--- src/rtl/dmem_arbiter.sv ---
// dmem_arbiter: shares the single-ported data memory between the CPU (p0) and the loader (p1).
// Ports: px_* valid/ready requests with lock, px_rvalid/px_rdata responses, mem_* memory side, owner debug.
module dmem_arbiter #(
    parameter int DATA_WIDTH = 32,
    parameter int ADDR_WIDTH = 32,
    parameter int MAX_BURST  = 4
) (
    input  logic                  clk,
    input  logic                  rst,
    input  logic                  p0_valid,
    output logic                  p0_ready,
    input  logic                  p0_we,
    input  logic [ADDR_WIDTH-1:0] p0_addr,
    input  logic [DATA_WIDTH-1:0] p0_wdata,
    input  logic                  p0_lock,
    output logic                  p0_rvalid,
    output logic [DATA_WIDTH-1:0] p0_rdata,
    input  logic                  p1_valid,
    output logic                  p1_ready,
    input  logic                  p1_we,
    input  logic [ADDR_WIDTH-1:0] p1_addr,
    input  logic [DATA_WIDTH-1:0] p1_wdata,
    input  logic                  p1_lock,
    output logic                  p1_rvalid,
    output logic [DATA_WIDTH-1:0] p1_rdata,
    output logic [ADDR_WIDTH-1:0] mem_addr,
    output logic [DATA_WIDTH-1:0] mem_wdata,
    output logic                  mem_we,
    input  logic [DATA_WIDTH-1:0] mem_rdata,
    output logic [1:0]            owner
);

    localparam int CW = $clog2(MAX_BURST + 1);

    typedef enum logic [1:0] {
        IDLE = 2'b00,
        OWN0 = 2'b01,
        OWN1 = 2'b10
    } state_t;

    state_t        state, state_nxt;
    logic          rr_ptr, rr_nxt;
    logic [CW-1:0] beat_cnt, beat_nxt;
    logic          gnt0, gnt1;
    logic          xfer, sel_lock, last_beat;

    always_comb begin
        gnt0 = 1'b0;
        gnt1 = 1'b0;
        unique case (state)
            IDLE: begin
                gnt0 = p0_valid & (~p1_valid | ~rr_ptr);
                gnt1 = p1_valid & (~p0_valid | rr_ptr);
            end
            OWN0: gnt0 = p0_valid;
            OWN1: gnt1 = p1_valid;
            default: ;
        endcase
        // nothing may be accepted while reset is held
        gnt0 = gnt0 & rst;
        gnt1 = gnt1 & rst;
    end

    assign xfer      = gnt0 | gnt1;
    assign sel_lock  = gnt1 ? p1_lock : p0_lock;
    assign last_beat = (32'(beat_cnt) + 32'd1) >= 32'(MAX_BURST);

    always_comb begin
        state_nxt = state;
        rr_nxt    = rr_ptr;
        beat_nxt  = beat_cnt;
        if (xfer) begin
            // the port that just transferred loses priority
            rr_nxt = gnt0;
            if (sel_lock && !last_beat) begin
                state_nxt = gnt1 ? OWN1 : OWN0;
                beat_nxt  = beat_cnt + CW'(1);
            end else begin
                state_nxt = IDLE;
                beat_nxt  = '0;
            end
        end else if (state != IDLE) begin
            state_nxt = IDLE;
            beat_nxt  = '0;
        end
    end

    always_ff @(posedge clk or negedge rst) begin
        if (!rst) begin
            state    <= IDLE;
            rr_ptr   <= 1'b0;
            beat_cnt <= '0;
        end else begin
            state    <= state_nxt;
            rr_ptr   <= rr_nxt;
            beat_cnt <= beat_nxt;
        end
    end

    always_ff @(posedge clk or negedge rst) begin
        if (!rst) begin
            p0_rvalid <= 1'b0;
            p1_rvalid <= 1'b0;
            p0_rdata  <= '0;
            p1_rdata  <= '0;
        end else begin
            p0_rvalid <= gnt0 & ~p0_we;
            p1_rvalid <= gnt1 & ~p1_we;
            if (gnt0 & ~p0_we) p0_rdata <= mem_rdata;
            if (gnt1 & ~p1_we) p1_rdata <= mem_rdata;
        end
    end

    assign p0_ready  = gnt0;
    assign p1_ready  = gnt1;
    assign mem_we    = (gnt0 & p0_we) | (gnt1 & p1_we);
    assign mem_addr  = gnt1 ? p1_addr  : (gnt0 ? p0_addr  : '0);
    assign mem_wdata = gnt1 ? p1_wdata : (gnt0 ? p0_wdata : '0);
    assign owner     = state;

endmodule
--- config.mk ---
export PLATFORM = sky130hd
export DESIGN_NAME = dmem_arbiter
export DESIGN_NICKNAME = d
export VERILOG_FILES = /design/src/rtl/dmem_arbiter.sv
export SDC_FILE = /design/constraint.sdc
export NUM_CORES = 1
export LEC_CHECK = 0
export ABC_AREA = 1
export CAP_MARGIN = 10
export CORE_MARGIN = 5
export CORE_UTILIZATION = 30
export DETAILED_ROUTE_END_ITERATION = 10
export PLACE_DENSITY = 0.78
export SYNTH_ARGS = -nofsm -noshare
export SYNTH_HDL_FRONTEND = slang
export SYNTH_SLANG_ARGS = --single-unit
--- constraint.sdc ---
create_clock -name clk -period 1.5 [get_ports clk]
set_input_delay 0.45 -clock clk [delete_from_list [all_inputs] [get_ports clk]]
set_output_delay 0.45 -clock clk [all_outputs]
set_load 0.05 [all_outputs]
**Word-level counts from Yosys, hierarchy flattened**

Index checks and enable logic that the tools add are counted.
Widths: inputs -> output; s select.

- Register bits: 72
- Output and inout bits: 135

- Add/subtract/negate cells: 2
- Order comparisons: 1
- Eq/ne operators: 2
- Muxes and demuxes: 14
- Bitwise gates (word level): 17
- Reductions and logical operators: 5

Operators with widths:

| kind | number |
|---|---|
| $mux 32 | 4 |
| $mux 3 | 3 |
| $and 1x1->1 | 8 |
| $mux 2 | 4 |
| $not 1->1 | 5 |
| $add 3x1->4 const B | 1 |
| $ge 4x3->1 const B | 1 |
| $or 1x1->1 | 4 |
| $pmux 1 s2 | 2 |
| $reduce_bool 2->1 | 2 |
| $add 3x1->3 const B | 1 |
| $eq 2x1->1 const B | 1 |
| $eq 2x2->1 const B | 1 |
| $logic_not 2->1 | 1 |
| $logic_and 1x1->1 | 1 |
| $logic_not 1->1 | 1 |
| $mux 1 | 1 |

**Logic depth before layout (Yosys ltp)**

Gate-level depths: netlist (run 1).

- Depth in word-level cells: 9
- Gate-level depth with buffers: 9
- Depth with buffers taken out: 8

**Worst setup path before layout (run 1)**

Ideal clock, no wire load.

- Path type: flip-flop to output port
- Start: register state[0] (netlist: owner[0])
- End: output mem_wdata[17]
- Arrival time: 1.809 ns
- Data required time: 1.050 ns
- Setup slack: -0.759 ns
- Stages on the path, launching flop included: 9
- Path buffers: 1
- Path through: dfrtp_1 > inv_2 > nand2_1 > nor2_4 > nand2_4 > inv_2 > buf_2 > nand2_1 > nand2_1

- Elaborated cells between the ends (all ways): 9
- Those cells by class: eq/ne (2); mux (4); bitwise (2); reduce/logical (1)

RTL lines:

| item | line | source |
|---|---|---|
| start: declaration | 41 | `state_t state, state_nxt;` |
| start signal: assignment | 94 | `state <= state_nxt;` |
| $eq 2x2->1 or $logic_not 2->1 (tied branches) | 50 | `unique case (state)` |
| $pmux 1 s2 * | 50 |  |
| $and 1x1->1 * | 61 | `gnt1 = gnt1 & rst;` |
| via p1_ready | 19 | `output logic p1_ready,` |
| $mux 32 * | 118 | `assign mem_wdata = gnt1 ? p1_wdata : (gnt0 ? p0_wdata : '0);` |
| end: declaration | 27 | `output logic [DATA_WIDTH-1:0] mem_wdata,` |

The timed path passes the listed nets; every way through them passes the cells marked *.

**Worst setup path after layout (run 1)**

- Start: register state[0] (netlist: owner[0])
- End: output mem_wdata[10]

- Longest elaborated chain between the ends: 5
- Elaborated cells between the ends (all ways): 9
- Those cells by class: eq/ne (2); mux (4); bitwise (2); reduce/logical (1)

RTL lines:

| item | line | source |
|---|---|---|
| $eq 2x1->1 or $logic_not 2->1 (tied branches) | 50 |  |
| $pmux 1 s2 | 50 |  |
| $and 1x1->1 | 60 | `gnt0 = gnt0 & rst;` |
| $mux 32 | 118 |  |
| $mux 32 * | 118 |  |

Every way passes the cells marked *; elsewhere a longest branch is shown, timed or not.

==> results.sh, run 1 <==
export IMPL_area_delta_synth_final_pct=176
export IMPL_cp_end_kind="output port"
export IMPL_r2r_end="p1_rdata[26]$_DFFE_PN0P_"
export IMPL_swShare_pct=41.6
export IMPL_start_util_pct=30.9
export IMPL_drv_slew=0
export IMPL_drive_gt1_share_pct=44.8
export IMPL_cp_cell_sequence="inv_4 -> nand2_4 -> nor2_4 -> nand2_4 -> clkinv_8 -> buf_6 -> nand2_1 -> nand2_4 -> buf_12"
export IMPL_io_pins=303
export IMPL_die_w_um=122
export IMPL_p_per_area_mw_per_mm2=1120
export IMPL_cp_common_cell="nand2_4"
export IMPL_cts_buffers=9
export IMPL_synthArstFlopShare_pct=100
export IMPL_drv_cap=0
export IMPL_critPathKind="reg -> out"
export IMPL_max_slew_margin_rel_pct=40.1
export IMPL_hp_class="in -> async"
export IMPL_synth_area_leaders="dfrtp_1 48%, nand2_1 33%, o21ai_0 8.8%"
export IMPL_gp_routability_congestion=0.902
export IMPL_fin_crit_ns=2.25
export IMPL_grt_ovfl_total=0
export IMPL_synth_top_area_cell="dfrtp_1"
export IMPL_drt_initial_drc_count=448
export IMPL_antenna_left=0
export IMPL_netlist_area_mm2=0.00375
export IMPL_fin_cells=1041
export IMPL_synth_edf_count=0
export IMPL_ys_flop_type="dfrtp_1"
export IMPL_core_area_mm2=0.0121
export IMPL_crit_required_ns=1.05
export IMPL_yosysSeqAreaShare_pct=48.1
export IMPL_pwr_share_comb_pct=57.8
export IMPL_synth_top_area_share_pct=48.1
export IMPL_maxClockFrequency_mhz=444
export IMPL_place_port_buffers=302
export IMPL_cp_start_kind="flip-flop"
export IMPL_clk_path_buf_depth=2
export IMPL_setup_viol=104
export IMPL_crit_family="simple AND/OR/NAND/NOR gates"
export IMPL_critPathLaunch="owner[0]$_DFFE_PN0P_"
export IMPL_p_leak_nw=4.94
export IMPL_rrSetupSlack_ns=-0.17
export IMPL_fin_tns_setup_ns=-50.44
export IMPL_wl_mm=26.7
export IMPL_avgViaCountPerCell=5.25
export IMPL_outcome="finished with violations"
export IMPL_drt_first_pass_iters=5
export IMPL_cts_root_buffer="clkbuf_16"
export IMPL_violations="negative setup slack"
export IMPL_clk_pin_slew_ns=0.05
export IMPL_synth_distinct_cells=15
export IMPL_die_h_um=122
export IMPL_ir_drop_mv=1.16
export IMPL_r2r_start="owner[0]$_DFFE_PN0P_"
export IMPL_cts_tree="built"
export IMPL_grt_pass1_vias=5566
export IMPL_grt_pass1_wl_mm=32.5
export IMPL_crit_arrival_ns=1.80
export IMPL_htreeDepth=3
export IMPL_rsz0062_at_grt="true"
export IMPL_synth_seq_cells=72
export IMPL_hold_viol=0
export IMPL_synth_xor_area_share_pct=0
export IMPL_clk_latency_ns=0.33
export IMPL_path_depth=9
export IMPL_syn_avg_cell_area_um2=7.04
export IMPL_slowest_delay_ns=0.42
export IMPL_yosys_warnings=0
export IMPL_rr_worst_depth=9
export IMPL_power_frac_seq_pct=24.7
export IMPL_drcViolationCount=0
export IMPL_finalCritPeriodShare_pct=150
export IMPL_clock_sinks=72
export IMPL_synth_top_family_by_area="simple AND/OR/NAND/NOR gates"
export IMPL_die_area_mm2=0.0148
export IMPL_grt_max_degree=71
export IMPL_synthMuxAreaShare_pct=0
export IMPL_cp_max_fo=11
export IMPL_critPathBufInv=4
export IMPL_p_clk_share_pct=17.5
export IMPL_synth_top_cells_by_count="331 x nand2_1, 72 x dfrtp_1, 66 x o21ai_0"
export IMPL_syn_nets=701
export IMPL_worst_path_max_delay_cell="dfrtp_2"
export IMPL_rows=40
export IMPL_yosysMostFrequentCell="nand2_1"
export IMPL_power_switching_mw=4.80
export IMPL_antenna_found_initial=1
export IMPL_grt_usage_pct=29.0
export IMPL_skew_ns=0.00593
export IMPL_final_nets=1034
export IMPL_internal_power_mw=6.75
export IMPL_fin_ws_ns=-0.752
export IMPL_hpwlAfterDp_mm=16.2
export IMPL_wl_per_cell_um=25.6
export IMPL_synth_simple_gate_area_share_pct=36.7
export IMPL_num_vias=5465
export IMPL_dp_cells=995
export IMPL_crit_end="mem_wdata[10]"
export IMPL_netlist_instances=532
export IMPL_tightest_slew_ns=0.899
export IMPL_synth_fa_ha_area_share_pct=0.334
export IMPL_synth_compound_area_share_pct=8.81
stage by stage:
stage	area [um^2]	utilization (%)	hold slack, ns	worst slack, ns	power (mW)
after floorplan	4260	-	0.154	-0.377	5.42
after global placement	8870	73.2	0.402	-0.809	8.83
after detailed placement	8870	73.2	0.413	-0.847	8.98
after CTS	9670	79.8	0.0654	-0.670	11.2
after global routing	10300	85.4	0.0702	-0.798	11.9
final	10300	85.5	0.0703	-0.752	11.6
placed cells by master, fill, tap and decap left out, drive strengths merged:
| cell | n |
|---|---|
| and3 | 2 |
| o21ai | 66 |
| clkinv | 2 |
| dlygate4sd2 | 2 |
| nor2 | 8 |
| buf | 178 |
| diode | 3 |
| inv | 8 |
| clkdlybuf4s50 | 163 |
| clkbuf | 23 |
| nand3 | 10 |
| clkdlybuf4s15 | 1 |
| clkinvlp | 1 |
| dfrtp | 72 |
| ha | 1 |
| nand2 | 333 |
flip-flops by register name (all words and copies together), names as in the netlist:
register	cells
p1_rvalid	1
owner	2
p0_rvalid	1
rr_ptr	1
beat_cnt	3
p0_rdata	32
p1_rdata	32
layer usage:
metal	vias to the layer above	global-route usage (%)	part of all wire, %
met2	374	52.2	50
met1	2629	28.5	33
met4	0	16.9	7.5
li1	2330	-	-
met5	-	0	0
met3	132	10.5	9.7
cell families (layout without fill, tap and decap cells):
kind of cell             after synthesis  count (layout)
AO/OA/AOI/OAI                         66              66
adder cells (fa/ha/maj)                1               1
buffers and inverters                 41             378
flip-flops                            72              72
other                                  0               3
AND/OR/NAND/NOR                      352             353
power groups by stage:
| stage | logic (mW) | registers (mW) | clock network [mW] |
|---|---|---|---|
| floorplan | 1.34 | 4.08 | 0 |
| global placement | 6.00 | 2.84 | 0 |
| detailed placement | 6.10 | 2.87 | 0 |
| CTS | 6.34 | 2.84 | 2.06 |
| global route | 6.89 | 2.91 | 2.16 |
| finish | 6.68 | 2.85 | 2.02 |
repair_timing:
item | 4_1_cts | 5_1_grt
pin swaps | 5 | 23
buffers inserted | 12 | 3
endpoints found under the setup margin | 137 | 137
hold buffers | 0 | 0
gates cloned | 6 | 11
gates resized for setup | 88 | 130
worst min path at each step:
stage | startpoint | to | slack (ns) | cells past startpoint
after floorplan | rst | beat_cnt[0]$_DFFE_PN0P_ | 0.15 | 0
after global placement | rst | rr_ptr$_DFFE_PN0P_ | 0.40 | 2
after detailed placement | rst | rr_ptr$_DFFE_PN0P_ | 0.41 | 2
after CTS | rst | owner[1]$_DFFE_PN0P_ | 0.07 | 2
after global routing | rst | owner[1]$_DFFE_PN0P_ | 0.07 | 2
final | rst | owner[1]$_DFFE_PN0P_ | 0.07 | 2
cell type report:
type                    count  area [um^2]
clock inverters             2         12.5
fillers                   559         1760
flip-flops and latches     72         1800
inverters                   9         56.3
diodes                      3         7.51
repair buffers            353         5150
well taps                 168          210
multi-input cells         420         2830
clock buffers              14          274
Power figures use the tool's default switching activity.
==> run 2, diff against run 1 <==
--- a/config.mk
+++ b/config.mk
@@ -8,9 +8,10 @@
 export ABC_AREA = 1
 export CAP_MARGIN = 10
 export CORE_MARGIN = 5
-export CORE_UTILIZATION = 30
+export CORE_UTILIZATION = 33
+export CTS_CLUSTER_DIAMETER = 100
 export DETAILED_ROUTE_END_ITERATION = 10
-export PLACE_DENSITY = 0.78
+export PLACE_DENSITY = 0.81
 export SYNTH_ARGS = -nofsm -noshare
 export SYNTH_HDL_FRONTEND = slang
 export SYNTH_SLANG_ARGS = --single-unit
==> constraint.sdc (replaced) <==
create_clock -name clk -period 2.49 [get_ports clk]
set_input_delay 0.747 -clock clk [delete_from_list [all_inputs] [get_ports clk]]
set_output_delay 0.747 -clock clk [all_outputs]
set_load 0.05 [all_outputs]
==> run 2 against run 1 <==
Compared with the run above: the run still ends with negative setup slack left; routed wire length is 17% lower; register-to-register slack better by 0.52 ns; sequential power is 45% lower; cell count is 3.3% lower; flip-flop and latch count is the same; hold slack better by 0.33 ns; die area is 8.4% lower; global-route usage up 1.0 points; first-iteration DRC count decreased by 4.9%; highest routed layer unchanged.
==> results.sh, run 2 (same netlist as run 1, synthesis figures left out) <==
export IMPL_area_delta_synth_final_pct=137
export IMPL_reg_largest_list="p0_rdata (32), p1_rdata (32), beat_cnt (3)"
export IMPL_finalCritPeriodShare_pct=104
export IMPL_fin_tns_setup_ns=-2.34
export IMPL_p_leak_nw=4.15
export IMPL_fillers=684
export IMPL_drt_first_pass_iters=5
export IMPL_drive_gt1_share_pct=28.7
export IMPL_clk_path_buf_depth=2
export IMPL_core_area_mm2=0.0113
export IMPL_skew_ns=0.00805
export IMPL_gp_routability_congestion=0.951
export IMPL_cts_tree="built"
export IMPL_max_slew_margin_rel_pct=38.6
export IMPL_dp_slack_ns=-0.503
export IMPL_hpwlAfterDp_mm=14.4
export IMPL_cp_start_kind="flip-flop"
export IMPL_grt_max_degree=73
export IMPL_place_port_buffers=302
export IMPL_cp_max_fo=14
export IMPL_cts_buffers=9
export IMPL_p_per_area_mw_per_mm2=689
export IMPL_antenna_found_initial=3
export IMPL_wl_mm=22.2
export IMPL_drcViolationCount=0
export IMPL_avgViaCountPerCell=5.20
export IMPL_rows=39
export IMPL_io_pins=303
export IMPL_fin_crit_ns=2.58
export IMPL_fin_ws_ns=-0.0882
export IMPL_grt_usage_pct=30.0
export IMPL_maxClockFrequency_mhz=388
export IMPL_placed_cell_area_mm2=0.00761
export IMPL_die_h_um=117
export IMPL_final_nets=1025
export IMPL_hold_viol=0
export IMPL_clk_pin_slew_ns=0.05
export IMPL_wl_per_cell_um=22.0
export IMPL_power_mw=6.12
export IMPL_critPathKind="reg -> out"
export IMPL_crit_required_ns=1.74
export IMPL_drt_initial_drc_count=426
export IMPL_num_vias=5239
export IMPL_outcome="finished with violations"
export IMPL_rrSetupSlack_ns=0.35
export IMPL_clk_latency_ns=0.32
export IMPL_layout_cells_most_common="clkdlybuf4s50_1"
export IMPL_setup_viol=48
export IMPL_antenna_left=0
export IMPL_tightest_slew_ns=0.921
export IMPL_drv_cap=0
export IMPL_cts_root_buffer="clkbuf_16"
export IMPL_ir_drop_mv=0.641
export IMPL_grt_pass1_wl_mm=30.9
export IMPL_htreeDepth=3
export IMPL_grt_ovfl_total=0
export IMPL_cp_end_kind="output port"
export IMPL_rsz0062_at_grt="true"
export IMPL_layout_common_cells="232 x clkdlybuf4s50_1, 228 x nand2_1, 76 x buf_12, 72 x dfrtp_1, 66 x o21ai_0"
export IMPL_crit_arrival_ns=1.83
export IMPL_violations="negative setup slack"
export IMPL_final_area_mm2=0.00888
export IMPL_hp_class="in -> async"
export IMPL_start_util_pct=33.2
export IMPL_grt_pass1_vias=5639
export IMPL_die_area_mm2=0.0136
export IMPL_die_w_um=117
export IMPL_clock_sinks=72
export IMPL_drv_slew=0
export IMPL_ctsHoldBuffers=0
run 2: changes by cell type in the layout (fill, tap and decap cells not counted), sizes merged:
cell,before,now
clkdlybuf4s50,163,232
buf,178,111
clkbuf,23,11
inv,8,11
dlygate4sd2,2,0
bufinv,0,1
clkdlybuf4s15,1,0
clkinv,2,3
nor2,8,7
run 2: worst paths after layout:
kind	startpoint	to	cells after the start
min in group clk	p1_rdata[29]$_DFFE_PN0P_	p1_rdata[29]$_DFFE_PN0P_	2
min reg2reg	p1_rdata[29]$_DFFE_PN0P_	p1_rdata[29]$_DFFE_PN0P_	2
max	owner[0]$_DFFE_PN0P_	mem_addr[27]	10
min	rst	rr_ptr$_DFFE_PN0P_	3
max reg2reg	owner[0]$_DFFE_PN0P_	p0_rdata[1]$_DFFE_PN0P_	9
max in group asynchronous	rst	p1_rdata[7]$_DFFE_PN0P_	2
run 2: final cells by class:
| cell class | instances | area, um^2 | area share, % |
|---|---|---|---|
| inverter | 9 | 51.3 | 0.578 |
| clock inverter | 7 | 70.1 | 0.789 |
| timing repair buffer | 345 | 4320 | 48.7 |
| tap | 143 | 179 | 2.01 |
| multi-input combinational | 419 | 2220 | 25.0 |
| antenna | 3 | 7.51 | 0.0845 |
| sequential | 72 | 1800 | 20.3 |
| clock buffer | 9 | 225 | 2.54 |
run 2: routing by layer:
layer  wire, um  track usage, %  part of all wire, %  vias to the layer above
li1           -               -                    -                     2311
met1       7650            31.9                   34                     2532
met2      11200            52.8                   51                      327
met3       2220            10.4                   10                       69
met4       1070            15.2                  4.8                        0
met5          0               0                    0                        -
run 2: report_power, final:
part,switching [mW],internal (mW),total (mW)
clock,0.488,0.777,1.26
sequential,0.153,1.43,1.58
combinational,1.99,1.28,3.27
run 2: repair_timing:
item                       4_1_cts  5_1_grt
gates cloned                     8        2
setup endpoints to repair       67       66
buffers inserted                15        3
pin swaps                       21       16
resized for setup              114       68
run 2: stage by stage:
step	hold slack, ns	cells	utilization, %
2_1_floorplan	0.451	532	-
3_3_place_gp	0.481	962	67.5
3_5_place_dp	0.489	962	67.5
4_1_cts	0.312	1000	76.3
5_1_grt	0.384	1007	78.8
6_report	0.397	1007	78.8
run 2: worst max-delay path: stages (launching register included):
cell and delay (ns):
dfrtp_1 0.41, inv_2 0.11, nand2_4 0.06, nor2_4 0.11, nand2_4 0.09, inv_8 0.07, buf_4 0.16, buf_12 0.15
nand2_1 0.09, nand2_2 0.12, buf_12 0.14
==> run 3, diff against run 2 <==
--- a/config.mk
+++ b/config.mk
@@ -7,11 +7,12 @@
 export LEC_CHECK = 0
 export ABC_AREA = 1
 export CAP_MARGIN = 10
-export CORE_MARGIN = 5
-export CORE_UTILIZATION = 33
+export CORE_AREA = 5 5 116 118
 export CTS_CLUSTER_DIAMETER = 100
 export DETAILED_ROUTE_END_ITERATION = 10
-export PLACE_DENSITY = 0.81
+export DIE_AREA = 0 0 121 123
+export DONT_BUFFER_PORTS = 1
+export REMOVE_ABC_BUFFERS = 1
 export SYNTH_ARGS = -nofsm -noshare
 export SYNTH_HDL_FRONTEND = slang
 export SYNTH_SLANG_ARGS = --single-unit
==> run 3 against run 2 <==
Compared with the run above: routed wire length shrank 23%; the run now ends clean; flip-flop and latch count unchanged; via count down 25%; clock-buffer cell count increased by 3; clock skew is essentially flat; critical path type unchanged; clock power grew 5%; largest power group is now sequential cells; critical path depth decreased by 1.
==> results.sh, run 3 (same netlist as run 1, synthesis figures left out) <==
export IMPL_internal_power_mw=2.79
export IMPL_hp_class="in -> async"
export IMPL_fin_cells=776
export IMPL_power_mw=5.11
export IMPL_cp_max_fo=10
export IMPL_power_switching_mw=2.31
export IMPL_antenna_found_initial=6
export IMPL_wl_mm=17.0
export IMPL_drcViolationCount=0
export IMPL_clk_pin_slew_ns=0.06
export IMPL_drive_gt1_share_pct=21.0
export IMPL_ctsHoldBuffers=0
export IMPL_antenna_left=0
export IMPL_dp_cells=749
export IMPL_area_delta_synth_final_pct=53.3
export IMPL_drv_slew=0
export IMPL_r2r_end="p1_rdata[22]$_DFFE_PN0P_"
export IMPL_die_w_um=121
export IMPL_grt_max_degree=76
export IMPL_hpwlAfterDp_mm=13.2
export IMPL_crit_required_ns=1.74
export IMPL_cp_start_kind="flip-flop"
export IMPL_num_vias=3913
export IMPL_die_area_mm2=0.0149
export IMPL_cts_tree="built"
export IMPL_pwr_share_comb_pct=24.8
export IMPL_power_frac_seq_pct=49.3
export IMPL_start_util_pct=30.3
export IMPL_cp_cell_sequence="inv_2 -> nand2_1 -> nor2_4 -> nand2_4 -> clkinv_8 -> clkbuf_16 -> nand2_1 -> nand2_1 -> buf_12"
export IMPL_critPathKind="reg -> out"
export IMPL_topRoutingLayerUsed="met5"
export IMPL_p_clk_share_pct=25.9
export IMPL_final_nets=763
export IMPL_drv_cap=0
export IMPL_avgViaCountPerCell=5.04
export IMPL_gp_routability_congestion=0.968
export IMPL_crit_arrival_ns=1.68
export IMPL_swShare_pct=45.3
export IMPL_clk_path_buf_depth=2
export IMPL_p_per_area_mw_per_mm2=889
export IMPL_drt_first_pass_iters=5
export IMPL_grt_pass1_wl_mm=23.1
export IMPL_setup_viol=0
export IMPL_p_leak_nw=2.86
export IMPL_rows=41
export IMPL_htreeDepth=3
export IMPL_cp_end_kind="output port"
export IMPL_fin_crit_ns=2.43
export IMPL_wl_per_cell_um=21.9
export IMPL_hold_viol=0
export IMPL_place_port_buffers=0
export IMPL_rr_worst_depth=8
export IMPL_grt_ovfl_total=0
export IMPL_worst_path_max_delay_cell="dfrtp_1"
export IMPL_max_slew_margin_rel_pct=46.4
export IMPL_core_area_mm2=0.0124
export IMPL_finalCritPeriodShare_pct=97.5
export IMPL_cts_root_buffer="clkbuf_16"
export IMPL_routed_wl_met2_mm=8.33
export IMPL_die_h_um=123
export IMPL_r2r_start="owner[0]$_DFFE_PN0P_"
export IMPL_layout_cells_most_common="nand2_1"
export IMPL_tightest_slew_ns=0.803
export IMPL_layout_common_cells="314 x nand2_1, 72 x dfrtp_1, 71 x buf_12, 66 x o21ai_0, 17 x nand2_2"
export IMPL_io_pins=303
export IMPL_reg_largest_list="p0_rdata (32), p1_rdata (32), beat_cnt (3)"
export IMPL_wl_met3_mm=2.44
export IMPL_outcome="finished, final reports clean"
export IMPL_clk_latency_ns=0.32
export IMPL_maxClockFrequency_mhz=412
export IMPL_clock_sinks=72
export IMPL_skew_ns=0.00783
export IMPL_drt_initial_drc_count=219
export IMPL_wl_met1_mm=5.84
export IMPL_grt_usage_pct=20.9
export IMPL_grt_pass1_vias=3861
export IMPL_cts_buffers=9
export IMPL_rrSetupSlack_ns=0.49
export IMPL_cp_common_cell="nand2_1"
export IMPL_slowest_delay_ns=0.38
export IMPL_ir_drop_mv=0.471
[run 3: cell types whose count changed in the layout (fill, tap and decap cells not counted), moves of 3 or more]
cell / change
clkbuf_8: +3
nand2_2: -41
nand2_1: +86
buf_4: -16
nand3_1: +3
buf_12: -5
buf_16: -7
nand2_4: -45
clkdlybuf4s50_1: -232
[run 3: worst max-delay path by stage]
stage / slack (ns) / end / startpoint / depth (start not counted)
floorplan: -0.54 / mem_addr[0] / p1_valid / 6
global placement: 0.02 / mem_wdata[29] / p1_valid / 8
detailed placement: 0.004 / mem_wdata[16] / p1_valid / 8
CTS: -0.007 / mem_we / owner[0]$_DFFE_PN0P_ / 9
global route: -0.004 / mem_wdata[12] / owner[0]$_DFFE_PN0P_ / 9
finish: 0.06 / mem_wdata[21] / owner[0]$_DFFE_PN0P_ / 9
[run 3: critical path: cells and delay by family, from the launching register on]
kind / cells / cell delay (ns)
flops: 1 / 0.38
simple gates: 5 / 0.49
buf+inv: 4 / 0.47
[run 3: timing repair]
item,CTS,global route
endpoints found under the setup margin,4,64
gates resized for setup,6,23
buffers inserted,0,1
cloned,0,5
pin swaps,0,1
[run 3: power by group through the flow]
stage	Combinational (mW)	Sequential, mW	Clock, mW
global placement	1.19	2.53	0
floorplan	0.666	2.46	0
CTS	1.22	2.52	1.36
finish	1.27	2.52	1.32
detailed placement	1.23	2.53	0
global route	1.36	2.55	1.41
[run 3: metal layers]
layer | track usage, % | vias up
met5 | 3.47 | -
li1 | - | 1777
met1 | 21.4 | 1855
met3 | 11.8 | 29
met4 | 9.28 | 2
met2 | 34.6 | 250
[run 3: final cells by class]
class | count | area, um^2
Antenna cell | 5 | 12.5
Clock buffer | 12 | 267
Clock inverter | 4 | 51.3
Fill cell | 1195 | 6620
Inverter | 9 | 51.3
Multi-Input combinational cell | 419 | 1760
Sequential cell | 72 | 1800
Tap cell | 172 | 215
Timing Repair Buffer | 83 | 1590
[run 3: stage by stage]
step                TNS [ns]  util [%]  hold WS (ns)  setup slack, ns  area [um^2]
floorplan             -34.91         -         0.451           -0.536         3550
global placement           0      42.2         0.454           0.0222         5210
detailed placement         0      42.2         0.453          0.00449         5210
CTS                 -0.00683      44.9         0.104         -0.00683         5550
global route        -0.00485      46.5        0.0952         -0.00360         5750
finish                     0      46.5         0.117           0.0617         5750
